`src/rtl/riscy_pkg.sv`:
```
// Shared types and encodings for the RISC-V decode stage.
package riscy_pkg;

    localparam int unsigned XLEN_MAX = 64;
    localparam int unsigned PC_W_MAX = 64;

    typedef enum logic [3:0] {
        ILLEGAL = 4'd0, ALU_R, ALU_I, LOAD, STORE, BRANCH, JAL, JALR, LUI, AUIPC, MULDIV
    } op_class_t;

    typedef enum logic [4:0] {
        ADD = 5'd0, SUB, SLL, SLT, SLTU, XOR, SRL, SRA, OR, AND,
        MUL, MULH, MULHSU, MULHU, DIV, DIVU, REM, REMU
    } alu_op_t;

    localparam logic [6:0] OPC_LOAD   = 7'b0000011;
    localparam logic [6:0] OPC_STORE  = 7'b0100011;
    localparam logic [6:0] OPC_BRANCH = 7'b1100011;
    localparam logic [6:0] OPC_JAL    = 7'b1101111;
    localparam logic [6:0] OPC_JALR   = 7'b1100111;
    localparam logic [6:0] OPC_OP_IMM = 7'b0010011;
    localparam logic [6:0] OPC_OP     = 7'b0110011;
    localparam logic [6:0] OPC_LUI    = 7'b0110111;
    localparam logic [6:0] OPC_AUIPC  = 7'b0010111;

    localparam logic [6:0] F7_BASE    = 7'b0000000;
    localparam logic [6:0] F7_ALT     = 7'b0100000;
    localparam logic [6:0] F7_MULDIV  = 7'b0000001;

    // Carried at maximum width; the stage truncates pc/imm to its parameters.
    typedef struct packed {
        logic [PC_W_MAX-1:0] pc;
        op_class_t           op_class;
        alu_op_t             alu_op;
        logic [2:0]          br_cond;
        logic [1:0]          mem_size;
        logic                mem_unsigned;
        logic [4:0]          rs1;
        logic [4:0]          rs2;
        logic [4:0]          rd;
        logic                rs1_valid;
        logic                rs2_valid;
        logic                rd_we;
        logic [XLEN_MAX-1:0] imm;
        logic                illegal;
    } decoded_t;

    function automatic logic [XLEN_MAX-1:0] sext32(input logic [31:0] v);
        return XLEN_MAX'($signed(v));
    endfunction

    function automatic alu_op_t base_alu_op(input logic [2:0] f3, input logic alt);
        case (f3)
            3'b000:  return alt ? SUB : ADD;
            3'b001:  return SLL;
            3'b010:  return SLT;
            3'b011:  return SLTU;
            3'b100:  return XOR;
            3'b101:  return alt ? SRA : SRL;
            3'b110:  return OR;
            default: return AND;
        endcase
    endfunction

endpackage

```
`src/rtl/decode_stage_if.sv`:
```
// Fetch-side and execute-side handshake bundle of the decode stage.
interface decode_stage_if #(
    parameter int unsigned XLEN = 32,
    parameter int unsigned PC_W = 32
) ();
    import riscy_pkg::*;

    logic            in_valid;
    logic            in_ready;
    logic [31:0]     in_instr;
    logic [PC_W-1:0] in_pc;
    logic            out_valid;
    logic            out_ready;
    logic [PC_W-1:0] out_pc;
    op_class_t       out_op_class;
    alu_op_t         out_alu_op;
    logic [2:0]      out_br_cond;
    logic [1:0]      out_mem_size;
    logic            out_mem_unsigned;
    logic [4:0]      out_rs1;
    logic [4:0]      out_rs2;
    logic [4:0]      out_rd;
    logic            out_rs1_valid;
    logic            out_rs2_valid;
    logic            out_rd_we;
    logic [XLEN-1:0] out_imm;
    logic            out_illegal;

    modport slave (
        input  in_valid, in_instr, in_pc, out_ready,
        output in_ready, out_valid, out_pc, out_op_class, out_alu_op, out_br_cond,
               out_mem_size, out_mem_unsigned, out_rs1, out_rs2, out_rd,
               out_rs1_valid, out_rs2_valid, out_rd_we, out_imm, out_illegal
    );

    modport master (
        output in_valid, in_instr, in_pc, out_ready,
        input  in_ready, out_valid, out_pc, out_op_class, out_alu_op, out_br_cond,
               out_mem_size, out_mem_unsigned, out_rs1, out_rs2, out_rd,
               out_rs1_valid, out_rs2_valid, out_rd_we, out_imm, out_illegal
    );

endinterface

```
`src/rtl/decode_stage_comb.sv`:
```
// Combinational RV32I instruction decoder; M-extension decode enabled by RISCY_RV32M_EN.
module decode_comb
    import riscy_pkg::*;
#(
    parameter int unsigned XLEN = 32,
    parameter int unsigned PC_W = 32
) (
    input  logic [31:0]     instr,
    input  logic [PC_W-1:0] pc,
    output decoded_t        dec
);

    logic [6:0]  opc;
    logic [2:0]  f3;
    logic [6:0]  f7;
    logic [31:0] imm_i, imm_s, imm_b, imm_u, imm_j;
    logic        shamt_ok;

    assign opc   = instr[6:0];
    assign f3    = instr[14:12];
    assign f7    = instr[31:25];
    assign imm_i = {{20{instr[31]}}, instr[31:20]};
    assign imm_s = {{20{instr[31]}}, instr[31:25], instr[11:7]};
    assign imm_b = {{19{instr[31]}}, instr[31], instr[7], instr[30:25], instr[11:8], 1'b0};
    assign imm_u = {instr[31:12], 12'b0};
    assign imm_j = {{11{instr[31]}}, instr[31], instr[19:12], instr[20], instr[30:21], 1'b0};

    // RV32 shifts only have a 5-bit shamt, so instr[25] must be clear there
    assign shamt_ok = (XLEN == 64) || !instr[25];

    always_comb begin
        dec          = '0;
        dec.pc       = PC_W_MAX'(pc);
        dec.op_class = ILLEGAL;
        dec.alu_op   = ADD;
        case (opc)
            OPC_LOAD: if (f3[1:0] != 2'b11 && f3 != 3'b110) begin
                dec.op_class     = LOAD;
                dec.mem_size     = f3[1:0];
                dec.mem_unsigned = f3[2];
                dec.imm          = sext32(imm_i);
            end
            OPC_STORE: if (!f3[2] && f3[1:0] != 2'b11) begin
                dec.op_class = STORE;
                dec.mem_size = f3[1:0];
                dec.imm      = sext32(imm_s);
            end
            OPC_BRANCH: if (f3[2:1] != 2'b01) begin
                dec.op_class = BRANCH;
                dec.br_cond  = f3;
                dec.imm      = sext32(imm_b);
            end
            OPC_JAL: begin
                dec.op_class = JAL;
                dec.imm      = sext32(imm_j);
            end
            OPC_JALR: if (f3 == 3'b000) begin
                dec.op_class = JALR;
                dec.imm      = sext32(imm_i);
            end
            OPC_OP_IMM: if ((f3 != 3'b001 && f3 != 3'b101) ||
                            (shamt_ok && (f7[6:1] == 6'b0 ||
                                          (f3 == 3'b101 && f7[6:1] == 6'b010000)))) begin
                dec.op_class = ALU_I;
                dec.alu_op   = base_alu_op(f3, f3 == 3'b101 && f7[5]);
                dec.imm      = sext32(imm_i);
            end
            OPC_OP: begin
                if (f7 == F7_BASE || (f7 == F7_ALT && (f3 == 3'b000 || f3 == 3'b101))) begin
                    dec.op_class = ALU_R;
                    dec.alu_op   = base_alu_op(f3, f7[5]);
                end else if (f7 == F7_MULDIV) begin
`ifdef RISCY_RV32M_EN
                    dec.op_class = MULDIV;
                    dec.alu_op   = alu_op_t'(5'(MUL) + 5'(f3));
`endif
                end
            end
            OPC_LUI: begin
                dec.op_class = LUI;
                dec.imm      = sext32(imm_u);
            end
            OPC_AUIPC: begin
                dec.op_class = AUIPC;
                dec.imm      = sext32(imm_u);
            end
            default: ;
        endcase

        dec.illegal = (dec.op_class == ILLEGAL);
        dec.rs1     = instr[19:15];
        dec.rs2     = instr[24:20];
        dec.rd      = instr[11:7];
        if (!dec.illegal) begin
            dec.rd_we     = (dec.rd != 5'd0) && !(dec.op_class inside {STORE, BRANCH});
            dec.rs1_valid = !(dec.op_class inside {LUI, AUIPC, JAL});
            dec.rs2_valid = dec.op_class inside {ALU_R, STORE, BRANCH, MULDIV};
        end
    end

endmodule

```
`src/rtl/decode_stage.sv`:
```
// Registered decode stage: output register plus one skid entry behind valid/ready handshakes.
module decode_stage
    import riscy_pkg::*;
#(
    parameter int unsigned XLEN = 32,
    parameter int unsigned PC_W = 32
) (
    input  logic           clk,
    input  logic           rst,
    input  logic           flush,
    decode_stage_if.slave  bus
);

    decoded_t dec, out_q, out_d, skid_q, skid_d;
    logic     out_valid_q, out_valid_d, skid_valid_q, skid_valid_d, in_ready_q, in_ready_d;
    logic     in_xfer, out_xfer;

    decode_comb #(.XLEN(XLEN), .PC_W(PC_W)) u_decode_comb (
        .instr (bus.in_instr),
        .pc    (bus.in_pc),
        .dec   (dec)
    );

    assign in_xfer  = bus.in_valid && in_ready_q;
    assign out_xfer = out_valid_q && bus.out_ready;

    // Skid only fills while the output is held, so an empty output never sees a valid skid
    always_comb begin
        out_d        = out_q;
        skid_d       = skid_q;
        out_valid_d  = out_valid_q;
        skid_valid_d = skid_valid_q;
        if (flush) begin
            out_valid_d  = 1'b0;
            skid_valid_d = 1'b0;
        end else if (out_xfer || !out_valid_q) begin
            if (skid_valid_q) begin
                out_d        = skid_q;
                out_valid_d  = 1'b1;
                skid_valid_d = 1'b0;
            end else if (in_xfer) begin
                out_d       = dec;
                out_valid_d = 1'b1;
            end else begin
                out_valid_d = 1'b0;
            end
        end else if (in_xfer) begin
            skid_d       = dec;
            skid_valid_d = 1'b1;
        end
        in_ready_d = !skid_valid_d;
    end

    always_ff @(posedge clk) begin
        if (rst) begin
            out_q        <= '0;
            skid_q       <= '0;
            out_valid_q  <= 1'b0;
            skid_valid_q <= 1'b0;
            in_ready_q   <= 1'b1;
        end else begin
            out_q        <= out_d;
            skid_q       <= skid_d;
            out_valid_q  <= out_valid_d;
            skid_valid_q <= skid_valid_d;
            in_ready_q   <= in_ready_d;
        end
    end

    assign bus.in_ready         = in_ready_q;
    assign bus.out_valid        = out_valid_q;
    assign bus.out_pc           = PC_W'(out_q.pc);
    assign bus.out_op_class     = out_q.op_class;
    assign bus.out_alu_op       = out_q.alu_op;
    assign bus.out_br_cond      = out_q.br_cond;
    assign bus.out_mem_size     = out_q.mem_size;
    assign bus.out_mem_unsigned = out_q.mem_unsigned;
    assign bus.out_rs1          = out_q.rs1;
    assign bus.out_rs2          = out_q.rs2;
    assign bus.out_rd           = out_q.rd;
    assign bus.out_rs1_valid    = out_q.rs1_valid;
    assign bus.out_rs2_valid    = out_q.rs2_valid;
    assign bus.out_rd_we        = out_q.rd_we;
    assign bus.out_imm          = XLEN'(out_q.imm);
    assign bus.out_illegal      = out_q.illegal;

endmodule

```
`src/flat_wrapper.sv`:
```
// flat-port wrapper written by rule: the top's interface ports become plain ports
module decode_stage_flat import riscy_pkg::*;
#(
    parameter int unsigned XLEN = 32,
    parameter int unsigned PC_W = 32
)
  (clk, rst, flush, bus_in_valid, bus_in_instr, bus_in_pc, bus_out_ready, bus_in_ready, bus_out_valid, bus_out_pc, bus_out_op_class, bus_out_alu_op, bus_out_br_cond, bus_out_mem_size, bus_out_mem_unsigned, bus_out_rs1, bus_out_rs2, bus_out_rd, bus_out_rs1_valid, bus_out_rs2_valid, bus_out_rd_we, bus_out_imm, bus_out_illegal);
  decode_stage_if #(.XLEN(XLEN), .PC_W(PC_W)) bus_i ();
  input  logic clk;
  input  logic rst;
  input  logic flush;
  input wire logic [$bits(bus_i.in_valid)-1:0] bus_in_valid;
  input wire logic [$bits(bus_i.in_instr)-1:0] bus_in_instr;
  input wire logic [$bits(bus_i.in_pc)-1:0] bus_in_pc;
  input wire logic [$bits(bus_i.out_ready)-1:0] bus_out_ready;
  output wire logic [$bits(bus_i.in_ready)-1:0] bus_in_ready;
  output wire logic [$bits(bus_i.out_valid)-1:0] bus_out_valid;
  output wire logic [$bits(bus_i.out_pc)-1:0] bus_out_pc;
  output wire logic [$bits(bus_i.out_op_class)-1:0] bus_out_op_class;
  output wire logic [$bits(bus_i.out_alu_op)-1:0] bus_out_alu_op;
  output wire logic [$bits(bus_i.out_br_cond)-1:0] bus_out_br_cond;
  output wire logic [$bits(bus_i.out_mem_size)-1:0] bus_out_mem_size;
  output wire logic [$bits(bus_i.out_mem_unsigned)-1:0] bus_out_mem_unsigned;
  output wire logic [$bits(bus_i.out_rs1)-1:0] bus_out_rs1;
  output wire logic [$bits(bus_i.out_rs2)-1:0] bus_out_rs2;
  output wire logic [$bits(bus_i.out_rd)-1:0] bus_out_rd;
  output wire logic [$bits(bus_i.out_rs1_valid)-1:0] bus_out_rs1_valid;
  output wire logic [$bits(bus_i.out_rs2_valid)-1:0] bus_out_rs2_valid;
  output wire logic [$bits(bus_i.out_rd_we)-1:0] bus_out_rd_we;
  output wire logic [$bits(bus_i.out_imm)-1:0] bus_out_imm;
  output wire logic [$bits(bus_i.out_illegal)-1:0] bus_out_illegal;
  assign bus_i.in_valid = bus_in_valid;
  assign bus_i.in_instr = bus_in_instr;
  assign bus_i.in_pc = bus_in_pc;
  assign bus_i.out_ready = bus_out_ready;
  assign bus_in_ready = bus_i.in_ready;
  assign bus_out_valid = bus_i.out_valid;
  assign bus_out_pc = bus_i.out_pc;
  assign bus_out_op_class = bus_i.out_op_class;
  assign bus_out_alu_op = bus_i.out_alu_op;
  assign bus_out_br_cond = bus_i.out_br_cond;
  assign bus_out_mem_size = bus_i.out_mem_size;
  assign bus_out_mem_unsigned = bus_i.out_mem_unsigned;
  assign bus_out_rs1 = bus_i.out_rs1;
  assign bus_out_rs2 = bus_i.out_rs2;
  assign bus_out_rd = bus_i.out_rd;
  assign bus_out_rs1_valid = bus_i.out_rs1_valid;
  assign bus_out_rs2_valid = bus_i.out_rs2_valid;
  assign bus_out_rd_we = bus_i.out_rd_we;
  assign bus_out_imm = bus_i.out_imm;
  assign bus_out_illegal = bus_i.out_illegal;
  decode_stage #(.XLEN(XLEN), .PC_W(PC_W)) u_core (.clk(clk), .rst(rst), .flush(flush), .bus(bus_i));
endmodule
```
`config.mk`:
```
export PLATFORM = sky130hd
export DESIGN_NAME = decode_stage_flat
export DESIGN_NICKNAME = d
export VERILOG_FILES = /design/src/rtl/riscy_pkg.sv /design/src/rtl/decode_stage_if.sv /design/src/rtl/decode_stage_comb.sv /design/src/rtl/decode_stage.sv /design/src/flat_wrapper.sv
export SDC_FILE = /design/constraint.sdc
export NUM_CORES = 1
export LEC_CHECK = 0
export BUFFER_PORTS_ARGS = -buffer_cell sky130_fd_sc_hd__buf_2
export CAP_MARGIN = 20
export CORE_MARGIN = 4
export CORE_UTILIZATION = 58
export CTS_CLUSTER_SIZE = 28
export DETAILED_ROUTE_END_ITERATION = 7
export PLACE_DENSITY = 0.81
export SYNTH_ARGS = -nofsm -noshare
export SYNTH_HDL_FRONTEND = slang
export SYNTH_HIERARCHICAL = 1
export SYNTH_SLANG_ARGS = --single-unit
```
`constraint.sdc`:
```
create_clock -name clk -period 4.73 [get_ports clk]
set_input_delay 0.473 -clock clk [delete_from_list [all_inputs] [get_ports clk]]
set_output_delay 0.473 -clock clk [all_outputs]
set_load 0.02 [all_outputs]
```
==> impl_metrics.ini, run 1 <==
[outcome]
status = complete, no violations

[power]
powerDensity_nw_per_um2 = 312
vdd_drop_max_mv = 0.216
p_leak_nw = 4.37
total_power_mw = 3.70

[layout]
nets = 1315
fillCellCount = 1471
fin_util = 0.654
synthToLayoutAreaGrowth_pct = 9.53
layout.cells.non_filler = 1489
drive_above_1_share = 0.257

[cts]
postCtsSetupBuffers = 0
post_cts_resized = 0
cts_tree = done
numCtsBuffers = 17
root_buffer = clkbuf_16
clock_path_buffers = 2
clk_pin_slew_ns = 0.08
insertion_delay_ns = 0.43
htree_levels = 4
cts_sinks = 199
ctsHoldBuffers = 0

[route]
ant_nets = 0
first_pass_iters = 6
route.vias.total = 8793
routed_wl_um = 27900
first_iter_violations = 622
routedWlPerCell_um = 18.8
via_per_inst = 5.91
drc = 0

[setup_path]
crit_arrival_ns = 2.94
worst_setup_path_start_kind = register
critPathMaxFanout = 60
required_ns = 4.99
cp-end-kind = register
crit_type = reg -> reg

[timing]
min_period_over_period = 0.566
fin_setup_tns_ns = 0
worst_slew_margin_rel = 0.288
hold_viol = 0
rsz0062_at_grt = no
timing.fmax_mhz = 373
setup_viol = 0
clock_skew_ns = 0.0139
worstMarginPinSlew_ns = 1.07
post-route-worst-setup-slack_ns = 2.05
report.final.slew_viol_count = 0
fin_crit_ns = 2.68

[placed_design]
pre_cts_slack_ns = 1.85
dpl.hpwl_um = 17100
place.gp.congestion = 0.940
io_buffers = 168
numPlacedInstances = 1455

[die]
pin_count = 169
rows = 49
start_util = 0.597
core_area_um2 = 18100
die_area_um2 = 20900
die_h_um = 145
fp.dieW_um = 145

[global_route]
grt_pass1_vias = 8275
overflow = 0
track_usage = 0.262
grt_pass1_wl_um = 44100
antenna_found_initial = 1
grt_max_degree = 184

[synthesis]
netlist_area_um2 = 10800
syn_inst = 1205
avgSynthCellArea_um2 = 8.99
syn_nets = 1274
yosysWarningCount = 6

[job]
drv_cap = 0

[min_path]
holdCritPathClass = in -> reg
## worst max-delay path, stage by stage, from the launching register on
cell      delay, ns
dfxtp_1        0.35
nor2b_4        0.64
or3_4          0.81
buf_4          0.53
a211oi_1       0.15
## final cells by class
class	count	area, µm²	area share
multi-input combinational	742	5650	0.476
tap	229	287	0.0241
timing repair buffer	181	980	0.0826
clock inverter	13	129	0.0109
clock buffer	19	443	0.0373
sequential	199	3990	0.336
inverter	105	394	0.0332
antenna	1	2.50	0.000211
## routing by layer
metal,share of wire,track usage
met5,0,0
met4,0.015,0.0619
met1,0.45,0.375
met2,0.47,0.410
met3,0.062,0.0503
## cells in the final DEF (no fill, tap or decap), types with 2 or more instances in the layout
master       n
inv_6        6
o21ai_0     14
nor2b_1     11
clkinv_2     2
mux2i_1     99
and2_1       2
inv_1      104
nor4bb_1     2
dfxtp_1    198
clkbuf_16   17
a21oi_1     11
a211oi_1   103
nor2_1       7
buf_2      166
o31ai_1      4
inv_8        2
o21a_1       4
nand3b_1     2
or4_1        2
nand2b_1   201
nor4_1     100
mux2_2      98
o21ai_1     10
nor3_1       6
a22o_1       4
buf_4       12
a211oi_2     2
nand2_1     30
a211o_1      2
and3b_1      2
## path summary, 6_finish.rpt
check                           slack [ns]                                 end                                from  cells past startpoint
worst min register to register        0.45  u_core/bus.out_imm[8]$_SDFFE_PP0P_  u_core/bus.out_imm[8]$_SDFFE_PP0P_                      2
worst max register to register        2.05   u_core/bus.out_rd[4]$_SDFFE_PP0P_   u_core/bus.out_valid$_SDFFE_PP0P_                      4
worst max-delay path                  2.05   u_core/bus.out_rd[4]$_SDFFE_PP0P_   u_core/bus.out_valid$_SDFFE_PP0P_                      4
worst min-delay path                  0.31     u_core/skid_q[123]$_SDFFE_PP0P_                       bus_in_pc[25]                      3
## power by group
part           internal [mW]  switching (mW)  leakage [nW]
registers               1.73          0.0332          1.62
logic                  0.187           0.305          2.47
clock network          0.758           0.686         0.284
total                   2.68            1.02          4.37
## per-stage QoR
stage               hold WS [ns]  instance area, µm²
detailed placement         0.442               11300
finish                     0.309               11900
global route               0.293               11900
CTS                        0.298               11800
floorplan                  0.445               10800
global placement           0.440               11300
## state kept, by name, summed over array words and instances, names as in the netlist, 2 cells and up
register	flops
u_core/bus.out_alu_op	5
u_core/skid_q	98
u_core/bus.out_br_cond	3
u_core/bus.out_rs2	5
u_core/bus.out_op_class	4
u_core/bus.out_mem_size	2
u_core/bus.out_rs1	5
u_core/bus.out_pc	32
u_core/bus.out_imm	32
u_core/bus.out_rd	5
Power figures use the tool's default switching activity.
==> inputs of run 2 (changes only) <==
Clock period 4.73 ns to 2.7 ns, I/O delays scaled along.
==> impl_metrics.ini, run 2 (synthesized netlist as in run 1, its figures left out) <==
[route]
ant_nets = 0
drc = 0
via_per_inst = 5.81
first_pass_iters = 5
first_iter_violations = 632
routedWlPerCell_um = 18.6
routed_wl_um = 28000
route.vias.total = 8782

[min_path]
hold_start = bus_in_pc[6]
hold_depth = 3
holdCritPathClass = in -> reg
whs_endpoint = u_core/skid_q[104]$_SDFFE_PP0P_

[placed_design]
place.gp.congestion = 0.940
io_buffers = 168
dpl.hpwl_um = 17900

[timing]
worst_slew_margin_rel = 0.375
hold_viol = 0
clock_skew_ns = 0.0104
min_period_over_period = 0.841
worstMarginPinSlew_ns = 0.937
fin_setup_tns_ns = 0
report.final.slew_viol_count = 0
rsz0062_at_grt = no
timing.fmax_mhz = 440
setup_viol = 0
fin_crit_ns = 2.27

[die]
rows = 49
pin_count = 169
fp.dieW_um = 145
core_area_um2 = 18100
die_area_um2 = 20900
start_util = 0.597
die_h_um = 145

[setup_path]
crit_slowest_cell = or4_4
ff2ff_path_depth = 4
worst_setup_path_start_kind = input port
crit_chain = buf_2, or4_4, o41ai_4, a211oi_2, buf_6, o21ai_0, mux2_2, nor4_1, a211oi_1
cp-end-kind = register
cp_num_buf_inv = 2
cpPeakStageDelay_ns = 0.58
critPathMaxFanout = 9
crit_start = bus_in_instr[25]
required_ns = 3.04
crit_arrival_ns = 2.61
crit_type = in -> reg
r2r_start = u_core/bus.in_ready$_SDFF_PP1_
cp_top_family = compound AO/OA/AOI/OAI gates
r2r_slack_ns = 0.95
r2r-end = u_core/bus.out_rd[1]$_SDFFE_PP0P_

[layout]
multi_input_area_um2 = 5650
synthToLayoutAreaGrowth_pct = 12.0
fillCellCount = 1451
regArea_um2 = 3990
nets = 1339
num_antenna_cells = 0
largest_reg_flops = 98
final_common_cell = nand2b_1
max_flop_register = u_core/skid_q
drive_above_1_share = 0.270
layout_common_cells = nand2b_1, dfxtp_1, buf_2

[power]
vdd_drop_max_mv = 0.456
power.internal_mw = 4.81
powerDensity_nw_per_um2 = 539
p_clk_frac = 0.390
combinationalPowerShare = 0.136
power_frac_seq = 0.474
p_leak_nw = 4.51
total_power_mw = 6.54
switching_share = 0.265
power_switching_mw = 1.73

[global_route]
grt_max_degree = 154
antenna_found_initial = 0
overflow = 0
grt_pass1_vias = 8691
track_usage = 0.268
grt_pass1_wl_um = 45300

[cts]
root_buffer = clkbuf_16
htree_levels = 4
ctsHoldBuffers = 0
post_cts_resized = 0
numCtsBuffers = 17
clock_path_buffers = 2
cts_tree = done
clk_pin_slew_ns = 0.07
cts_sinks = 199
insertion_delay_ns = 0.43
postCtsSetupBuffers = 0

[outcome]
status = complete, no violations

[job]
drv_cap = 0
[run 2: changes by cell type in the layout (fill, tap and decap cells not counted), moves of 2 or more]
cell	before	now
inv_6	6	2
clkinv_4	0	2
buf_4	12	28
buf_12	1	9
inv_8	2	0
[run 2: area by class of cell]
cell class / instances / area share
multi-input cells: 742 / 0.465
flip-flops and latches: 199 / 0.329
repair buffers: 205 / 0.102
clock buffers: 21 / 0.0379
inverters: 105 / 0.0325
well taps: 229 / 0.0236
clock inverters: 10 / 0.00990
[run 2: power by group through the flow]
stage	Combinational (mW)	Sequential, mW	Clock, mW
after floorplan	0.504	3.28	0
after global placement	0.868	3.16	0
after detailed placement	0.883	3.16	0
after CTS	0.888	3.10	2.59
after global routing	0.965	3.11	2.71
final	0.891	3.10	2.55
[run 2: worst max path at each step]
stage	end	slack [ns]	cells after the start
after floorplan	u_core/bus.out_imm[24]$_SDFFE_PP0P_	0.38	10
after global placement	u_core/bus.out_imm[21]$_SDFFE_PP0P_	-0.12	9
final	u_core/bus.out_imm[21]$_SDFFE_PP0P_	0.43	9
after CTS	u_core/bus.out_imm[21]$_SDFFE_PP0P_	0.48	9
after detailed placement	u_core/bus.out_imm[24]$_SDFFE_PP0P_	0.05	10
after global routing	u_core/bus.out_imm[21]$_SDFFE_PP0P_	0.21	9
[run 2: per-stage QoR]
stage | instance area, µm² | setup WS [ns] | hold WS, ns | util | cells
after global routing | 12100 | 0.210 | 0.0887 | 0.669 | 1511
after CTS | 12100 | 0.484 | 0.0950 | 0.669 | 1511
final | 12100 | 0.428 | 0.105 | 0.669 | 1511
after floorplan | 10800 | 0.381 | 0.445 | - | 1205
after detailed placement | 11600 | 0.0491 | 0.442 | 0.637 | 1480
after global placement | 11500 | -0.125 | 0.441 | 0.636 | 1479
[run 2: per-layer routing]
metal | track usage | vias to the layer above | part of all wire
met5 | 0 | - | 0
met4 | 0.0943 | 0 | 0.027
met3 | 0.0509 | 51 | 0.055
met2 | 0.421 | 308 | 0.46
met1 | 0.372 | 4149 | 0.45
li1 | - | 4274 | -
[run 2: worst min-delay path, delay by kind of cell]
kind / cells / cell delay [ns]
AND/OR/NAND/NOR: 1 / 0.06
multiplexers: 1 / 0.06
buffers and inverters: 1 / 0.10
